**config.mk**
```make
export PLATFORM = sky130hd
export DESIGN_NAME = room_icon_drawer_flat
export DESIGN_NICKNAME = d
export VERILOG_FILES = /design/src/rtl/room_icon_drawer_if.sv /design/src/rtl/room_icon_drawer.sv /design/src/flat_wrapper.sv
export SDC_FILE = /design/constraint.sdc
export NUM_CORES = 1
export LEC_CHECK = 0
export CORE_UTILIZATION = 48
export DETAILED_ROUTE_END_ITERATION = 6
export GPL_ROUTABILITY_DRIVEN = 0
export GPL_TIMING_DRIVEN = 0
export PLACE_DENSITY = 0.78
export SYNTH_ARGS = -nofsm -noshare
export SYNTH_HDL_FRONTEND = slang
export SYNTH_SLANG_ARGS = --single-unit
```
**constraint.sdc**
```tcl
create_clock -name clock -period 2.35 [get_ports clock]
set_input_delay 0.3525 -clock clock [delete_from_list [all_inputs] [get_ports clock]]
set_output_delay 0.3525 -clock clock [all_outputs]
set_load 0.02 [all_outputs]
```
**src/rtl/room_icon_drawer_if.sv**
```systemverilog
// rtl/room_icon_drawer_if.sv - icon request and VGA pixel bundle between room datapath, drawer and adapter
interface room_icon_drawer_if;
    logic       drawen;
    logic       clearinitsignal;
    logic [7:0] xcoord;
    logic [6:0] ycoord;
    logic [2:0] colour_in;
    logic [7:0] vga_x;
    logic [6:0] vga_y;
    logic [2:0] vga_colour;
    logic       plot;
    logic       busy;
    logic       countDone;

    modport master (
        output drawen, clearinitsignal, xcoord, ycoord, colour_in,
        input  vga_x, vga_y, vga_colour, plot, busy, countDone
    );

    modport slave (
        input  drawen, clearinitsignal, xcoord, ycoord, colour_in,
        output vga_x, vga_y, vga_colour, plot, busy, countDone
    );
endinterface

```
**src/rtl/room_icon_drawer.sv**
```systemverilog
// rtl/room_icon_drawer.sv - sweeps an icon rectangle or the full screen, one pixel per cycle
module room_icon_drawer #(
    parameter int ICON_W   = 8,
    parameter int ICON_H   = 8,
    parameter int SCREEN_W = 160,
    parameter int SCREEN_H = 120
) (
    input  logic               clock,
    input  logic               reset,
    room_icon_drawer_if.slave  bus
);
    typedef enum logic [1:0] {IDLE, DRAW, CLEAR, DONE} state_t;

    localparam logic [7:0] ICON_X_LAST = 8'(ICON_W - 1);
    localparam logic [6:0] ICON_Y_LAST = 7'(ICON_H - 1);
    localparam logic [7:0] SCR_X_LAST  = 8'(SCREEN_W - 1);
    localparam logic [6:0] SCR_Y_LAST  = 7'(SCREEN_H - 1);
    localparam logic [8:0] SCR_W9      = 9'(SCREEN_W);
    localparam logic [7:0] SCR_H8      = 8'(SCREEN_H);

    state_t     state_q, state_d;
    logic [7:0] cx_q, cx_d, bx_q, bx_d;
    logic [6:0] cy_q, cy_d, by_q, by_d;
    logic [2:0] col_q, col_d;

    logic [8:0] sum_x;
    logic [7:0] sum_y;
    logic [7:0] vga_x_c;
    logic [6:0] vga_y_c;
    logic [2:0] vga_colour_c;
    logic       plot_c, busy_c, done_c;

    // Wide sums so off-screen pixels are detected rather than wrapped onto the screen
    assign sum_x = {1'b0, bx_q} + {1'b0, cx_q};
    assign sum_y = {1'b0, by_q} + {1'b0, cy_q};

    always_ff @(posedge clock) begin
        if (reset) begin
            state_q <= IDLE;
            cx_q    <= '0;
            cy_q    <= '0;
            bx_q    <= '0;
            by_q    <= '0;
            col_q   <= '0;
        end else begin
            state_q <= state_d;
            cx_q    <= cx_d;
            cy_q    <= cy_d;
            bx_q    <= bx_d;
            by_q    <= by_d;
            col_q   <= col_d;
        end
    end

    always_comb begin
        state_d      = state_q;
        cx_d         = cx_q;
        cy_d         = cy_q;
        bx_d         = bx_q;
        by_d         = by_q;
        col_d        = col_q;
        vga_x_c      = '0;
        vga_y_c      = '0;
        vga_colour_c = '0;
        plot_c       = 1'b0;
        busy_c       = 1'b0;
        done_c       = 1'b0;
        case (state_q)
            IDLE: begin
                if (bus.clearinitsignal) begin
                    state_d = CLEAR;
                    cx_d    = '0;
                    cy_d    = '0;
                end else if (bus.drawen) begin
                    state_d = DRAW;
                    bx_d    = bus.xcoord;
                    by_d    = bus.ycoord;
                    col_d   = bus.colour_in;
                    cx_d    = '0;
                    cy_d    = '0;
                end
            end
            DRAW: begin
                busy_c       = 1'b1;
                vga_x_c      = sum_x[7:0];
                vga_y_c      = sum_y[6:0];
                vga_colour_c = col_q;
                plot_c       = (sum_x < SCR_W9) && (sum_y < SCR_H8);
                if (bus.clearinitsignal) begin
                    state_d = CLEAR;
                    cx_d    = '0;
                    cy_d    = '0;
                end else if (cx_q == ICON_X_LAST) begin
                    cx_d = '0;
                    if (cy_q == ICON_Y_LAST) begin
                        cy_d    = '0;
                        state_d = DONE;
                    end else begin
                        cy_d = cy_q + 7'd1;
                    end
                end else begin
                    cx_d = cx_q + 8'd1;
                end
            end
            CLEAR: begin
                busy_c  = 1'b1;
                vga_x_c = cx_q;
                vga_y_c = cy_q;
                plot_c  = 1'b1;
                if (cx_q == SCR_X_LAST) begin
                    cx_d = '0;
                    if (cy_q == SCR_Y_LAST) begin
                        cy_d    = '0;
                        state_d = DONE;
                    end else begin
                        cy_d = cy_q + 7'd1;
                    end
                end else begin
                    cx_d = cx_q + 8'd1;
                end
            end
            DONE: begin
                done_c  = 1'b1;
                state_d = IDLE;
            end
            default: state_d = IDLE;
        endcase
    end

    assign bus.vga_x      = vga_x_c;
    assign bus.vga_y      = vga_y_c;
    assign bus.vga_colour = vga_colour_c;
    assign bus.plot       = plot_c;
    assign bus.busy       = busy_c;
    assign bus.countDone  = done_c;
endmodule

```
**src/flat_wrapper.sv**
```systemverilog
// flat-port wrapper written by rule: the top's interface ports become plain ports
module room_icon_drawer_flat 
#(
    parameter int ICON_W   = 8,
    parameter int ICON_H   = 8,
    parameter int SCREEN_W = 160,
    parameter int SCREEN_H = 120
)
  (clock, reset, bus_drawen, bus_clearinitsignal, bus_xcoord, bus_ycoord, bus_colour_in, bus_vga_x, bus_vga_y, bus_vga_colour, bus_plot, bus_busy, bus_countDone);
  room_icon_drawer_if bus_i ();
  input  logic clock;
  input  logic reset;
  input wire logic [$bits(bus_i.drawen)-1:0] bus_drawen;
  input wire logic [$bits(bus_i.clearinitsignal)-1:0] bus_clearinitsignal;
  input wire logic [$bits(bus_i.xcoord)-1:0] bus_xcoord;
  input wire logic [$bits(bus_i.ycoord)-1:0] bus_ycoord;
  input wire logic [$bits(bus_i.colour_in)-1:0] bus_colour_in;
  output wire logic [$bits(bus_i.vga_x)-1:0] bus_vga_x;
  output wire logic [$bits(bus_i.vga_y)-1:0] bus_vga_y;
  output wire logic [$bits(bus_i.vga_colour)-1:0] bus_vga_colour;
  output wire logic [$bits(bus_i.plot)-1:0] bus_plot;
  output wire logic [$bits(bus_i.busy)-1:0] bus_busy;
  output wire logic [$bits(bus_i.countDone)-1:0] bus_countDone;
  assign bus_i.drawen = bus_drawen;
  assign bus_i.clearinitsignal = bus_clearinitsignal;
  assign bus_i.xcoord = bus_xcoord;
  assign bus_i.ycoord = bus_ycoord;
  assign bus_i.colour_in = bus_colour_in;
  assign bus_vga_x = bus_i.vga_x;
  assign bus_vga_y = bus_i.vga_y;
  assign bus_vga_colour = bus_i.vga_colour;
  assign bus_plot = bus_i.plot;
  assign bus_busy = bus_i.busy;
  assign bus_countDone = bus_i.countDone;
  room_icon_drawer #(.ICON_W(ICON_W), .ICON_H(ICON_H), .SCREEN_W(SCREEN_W), .SCREEN_H(SCREEN_H)) u_core (.clock(clock), .reset(reset), .bus(bus_i));
endmodule
```
==> impl_metrics.env <==
export IMPL_outcome="finished with violations"
export IMPL_failed_checks="setup timing"
export IMPL_grt_pass1_vias=2344
export IMPL_clock_skews_ns=0.00970
export IMPL_synth_cell_area_um2=2430
export IMPL_maxSlewHeadroom_pct=53.8
export IMPL_worst_hold_path_num_cells=2
export IMPL_die_area_um2=5360
export IMPL_part_of_the_power_in_registers_pct=29.8
export IMPL_timing_max_cap_violations=0
export IMPL_worst_hold_path_type="in -> reg"
export IMPL_final_common_cell="sky130_fd_sc_hd__nand2_1"
export IMPL_combinationalPowerShare_pct=50.9
export IMPL_global_route_usage_met2_pct=46.8
export IMPL_switching_share_pct=40.4
export IMPL_boundaryPins=43
export IMPL_dr_pass1_iters=5
export IMPL_cts_clk_slew_worst_paths_ns=0.08
export IMPL_cts_root_buffer_cell="sky130_fd_sc_hd__clkbuf_8"
export IMPL_cts_buffers_inserted=5
export IMPL_grt_met1_usage_pct=34.8
export IMPL_final_critical_path_setup_slack_ns=-0.514
export IMPL_worstHoldStart="reset"
export IMPL_min_period_ns=2.86
export IMPL_timing_critical_path_fanout_max=3
export IMPL_initial_standard_cell_utilization_of_the_core_pct=50.8
export IMPL_dp_hpwl_um=4510
export IMPL_syn_mean_instance_area_um2=7.93
export IMPL_drc_errors_left=0
export IMPL_synth_ff_latch_count=35
export IMPL_grt_util_met3_pct=5.11
export IMPL_floorplan_rows=25
export IMPL_clock_tree_htree_level_count=2
export IMPL_r2r_worst_path_cells=8
export IMPL_total_switching_power_w=0.000974
export IMPL_grt_max_degree=11
export IMPL_synth_seq_area_share_pct=28.8
export IMPL_synth_net_count=353
export IMPL_postCtsHoldBufs=0
export IMPL_worst_r2r_setup_slack_ns=0.12
export IMPL_cts_tree="built"
export IMPL_final_antenna_net_count=0
export IMPL_power_per_cell_area_nw_per_um2=707
export IMPL_setup_total_negative_slack_ns=-1.83
export IMPL_critical_path_startpoint_type="flop"
export IMPL_clk_path_buf_depth=2
export IMPL_grt_busiest_layer="met2"
export IMPL_overflow=0
export IMPL_wire_per_inst_um=16.5
export IMPL_async_flop_share_pct=0
export IMPL_vdd_ir_drop_max_v=0.000410
export IMPL_drive_gt1_share_pct=26.8
export IMPL_port_buffers=41
export IMPL_max_slew_worst_pin_slew_ns=0.691
export IMPL_hold_path_sink="u_core.by_q[1]"
export IMPL_timing_critical_path_arrival_ns=2.51
export IMPL_setup_viol=9
export IMPL_crit_reg2reg_launch="u_core.cx_q[0]"
export IMPL_post_synth_top_area_cell="sky130_fd_sc_hd__dfxtp_1"
export IMPL_finalHoldViolCount=0
export IMPL_die_height_um=73.2
export IMPL_synth_main_ff_cell="sky130_fd_sc_hd__dfxtp_1"
export IMPL_n_fill_cell=362
export IMPL_critical_path_reg2reg_endpoint="u_core.state_q[0]"
export IMPL_path_class="reg -> out"
export IMPL_area_growth_synth_to_final_pct=40.3
export IMPL_fmax_mhz=349
export IMPL_unrepaired_setup_endpoints_after_global_routing="yes"
export IMPL_syn_instance_count=307
export IMPL_post_route_period_util_pct=122
export IMPL_yosys_warnings=0
export IMPL_power_share_clock_pct=19.3
export IMPL_via_count=2548
export IMPL_total_power_w=0.00241
export IMPL_post_synth_top_area_fraction_pct=28.8
export IMPL_clock_sinks=35
export IMPL_final_core_util_pct=71.3
export IMPL_dr_first_iter_drc_count=196
export IMPL_design_core_area_um2=4790
export IMPL_end_kind="output pin"
export IMPL_routed_wl_um=7190
export IMPL_final_cell_mix="sky130_fd_sc_hd__nand2_1 (52), sky130_fd_sc_hd__a21oi_1 (25), sky130_fd_sc_hd__buf_4 (23)"
export IMPL_global_route_wire_length_before_repair_um=11200
export IMPL_die_x_um=73.2
export IMPL_synth_enable_flop_cells=0
export IMPL_yosys_top_cells_area="sky130_fd_sc_hd__dfxtp_1 (29%), sky130_fd_sc_hd__ha_1 (11%), sky130_fd_sc_hd__nand2_1 (8.0%)"
export IMPL_layout_nets=415
export IMPL_slew_violations=0
export IMPL_synth_distinct_cells=48
export IMPL_groute_usage_overall_pct=28.0
export IMPL_total_leakage_power_nw=1.30
export IMPL_antenna_found_initial=0
export IMPL_critPathRequiredTime_ns=2.00
export IMPL_clkLatencyLatePin_ns=0.30
export IMPL_num_antenna_cells=0
export IMPL_avgViaCountPerCell=5.84
export IMPL_p_int_w=0.00144
power groups by stage:
stage	clock network (W)	registers [W]	logic, W
6_report	0.000465	0.000720	0.00123
2_1_floorplan	0	0.000711	0.000692
5_1_grt	0.000504	0.000726	0.00133
4_1_cts	0.000466	0.000718	0.00113
3_5_place_dp	0	0.000727	0.000986
3_3_place_gp	0	0.000725	0.000977
synth_stat cells (all sizes together) (2+ instances only):
library cell   n
nand2         52
dfxtp         35
a21oi         29
ha            22
nor2          21
nor2b         15
o21ai         12
clkbuf        11
a22oi          9
xnor2          9
xor2           9
inv            7
nand3          6
nand2b         5
nand4          5
a211o          4
a211oi         4
a21o           4
and2           4
a21boi         3
a32oi          3
and3           3
nor3           3
o21a           3
or3            3
a31oi          2
fa             2
nor3b          2
nor4           2
o211ai         2
o22ai          2
layer usage:
| metal | vias to the layer above | routed length (um) |
|---|---|---|
| met5 | - | 0 |
| met4 | 0 | 161 |
| met3 | 18 | 516 |
| met2 | 117 | 3480 |
| met1 | 1202 | 3030 |
| li1 | 1211 | - |
critical path: stages (launching register included):
cell,delay [ns]
sky130_fd_sc_hd__dfxtp_4,0.35
sky130_fd_sc_hd__ha_4,0.17
sky130_fd_sc_hd__fa_2,0.37
sky130_fd_sc_hd__a211o_1,0.27
sky130_fd_sc_hd__o211ai_1,0.21
sky130_fd_sc_hd__a21oi_2,0.15
sky130_fd_sc_hd__a211oi_2,0.26
sky130_fd_sc_hd__o21a_1,0.21
sky130_fd_sc_hd__o31ai_2,0.08
sky130_fd_sc_hd__buf_4,0.16
flip-flops by register name, indices dropped and copies added, names as in the netlist:
signal and cells:
u_core.col_q 3, u_core.bx_q 8, u_core.cy_q 7, u_core.by_q 7
u_core.state_q 2, u_core.cx_q 8
worst max-delay path by stage:
| stage | endpoint | from | slack, ns |
|---|---|---|---|
| final | bus_plot | u_core.cx_q[0] | -0.51 |
| after global routing | bus_plot | u_core.cx_q[0] | -0.59 |
| after CTS | bus_plot | u_core.cx_q[0] | -0.50 |
| after detailed placement | bus_plot | u_core.cy_q[0] | -0.71 |
| after global placement | bus_plot | u_core.cy_q[0] | -0.67 |
| after floorplan | bus_plot | u_core.cx_q[0] | -0.04 |
through the flow:
stage / cell area [um^2] / worst slack, ns / cells / hold slack (ns)
global route: 3410 / -0.589 / 436 / 0.273
CTS: 3290 / -0.502 / 431 / 0.263
detailed placement: 2940 / -0.707 / 415 / 0.448
global placement: 2940 / -0.672 / 415 / 0.437
finish: 3410 / -0.514 / 436 / 0.259
floorplan: 2450 / -0.0444 / 307 / 0.432
logic make-up after synthesis:
| group | count (synthesis) | share of synthesized area (%) |
|---|---|---|
| XOR/XNOR | 18 | 6.48 |
| AND/OR/NAND/NOR | 128 | 26.3 |
| flip-flops | 35 | 28.8 |
| multiplexers | 1 | 0.411 |
| adder cells (fa/ha/maj) | 24 | 13.0 |
| AO/OA/AOI/OAI | 82 | 21.5 |
| buffers and inverters | 19 | 3.55 |
layout make-up:
type	instances	area, um^2	area share [%]
well taps	67	83.8	2.46
inverters	7	26.3	0.770
plain buffers	12	96.3	2.82
repair buffers	55	490	14.4
clock buffers	6	82.6	2.42
flip-flops and latches	35	747	21.9
clock inverters	1	5.00	0.147
multi-input cells	253	1880	55.1
what timing repair did:
item	4_1_cts	5_1_grt
resized for setup	123	37
pin swaps	20	19
setup endpoints to repair	20	25
setup buffers	9	5
(Power assumes the default switching activity.)
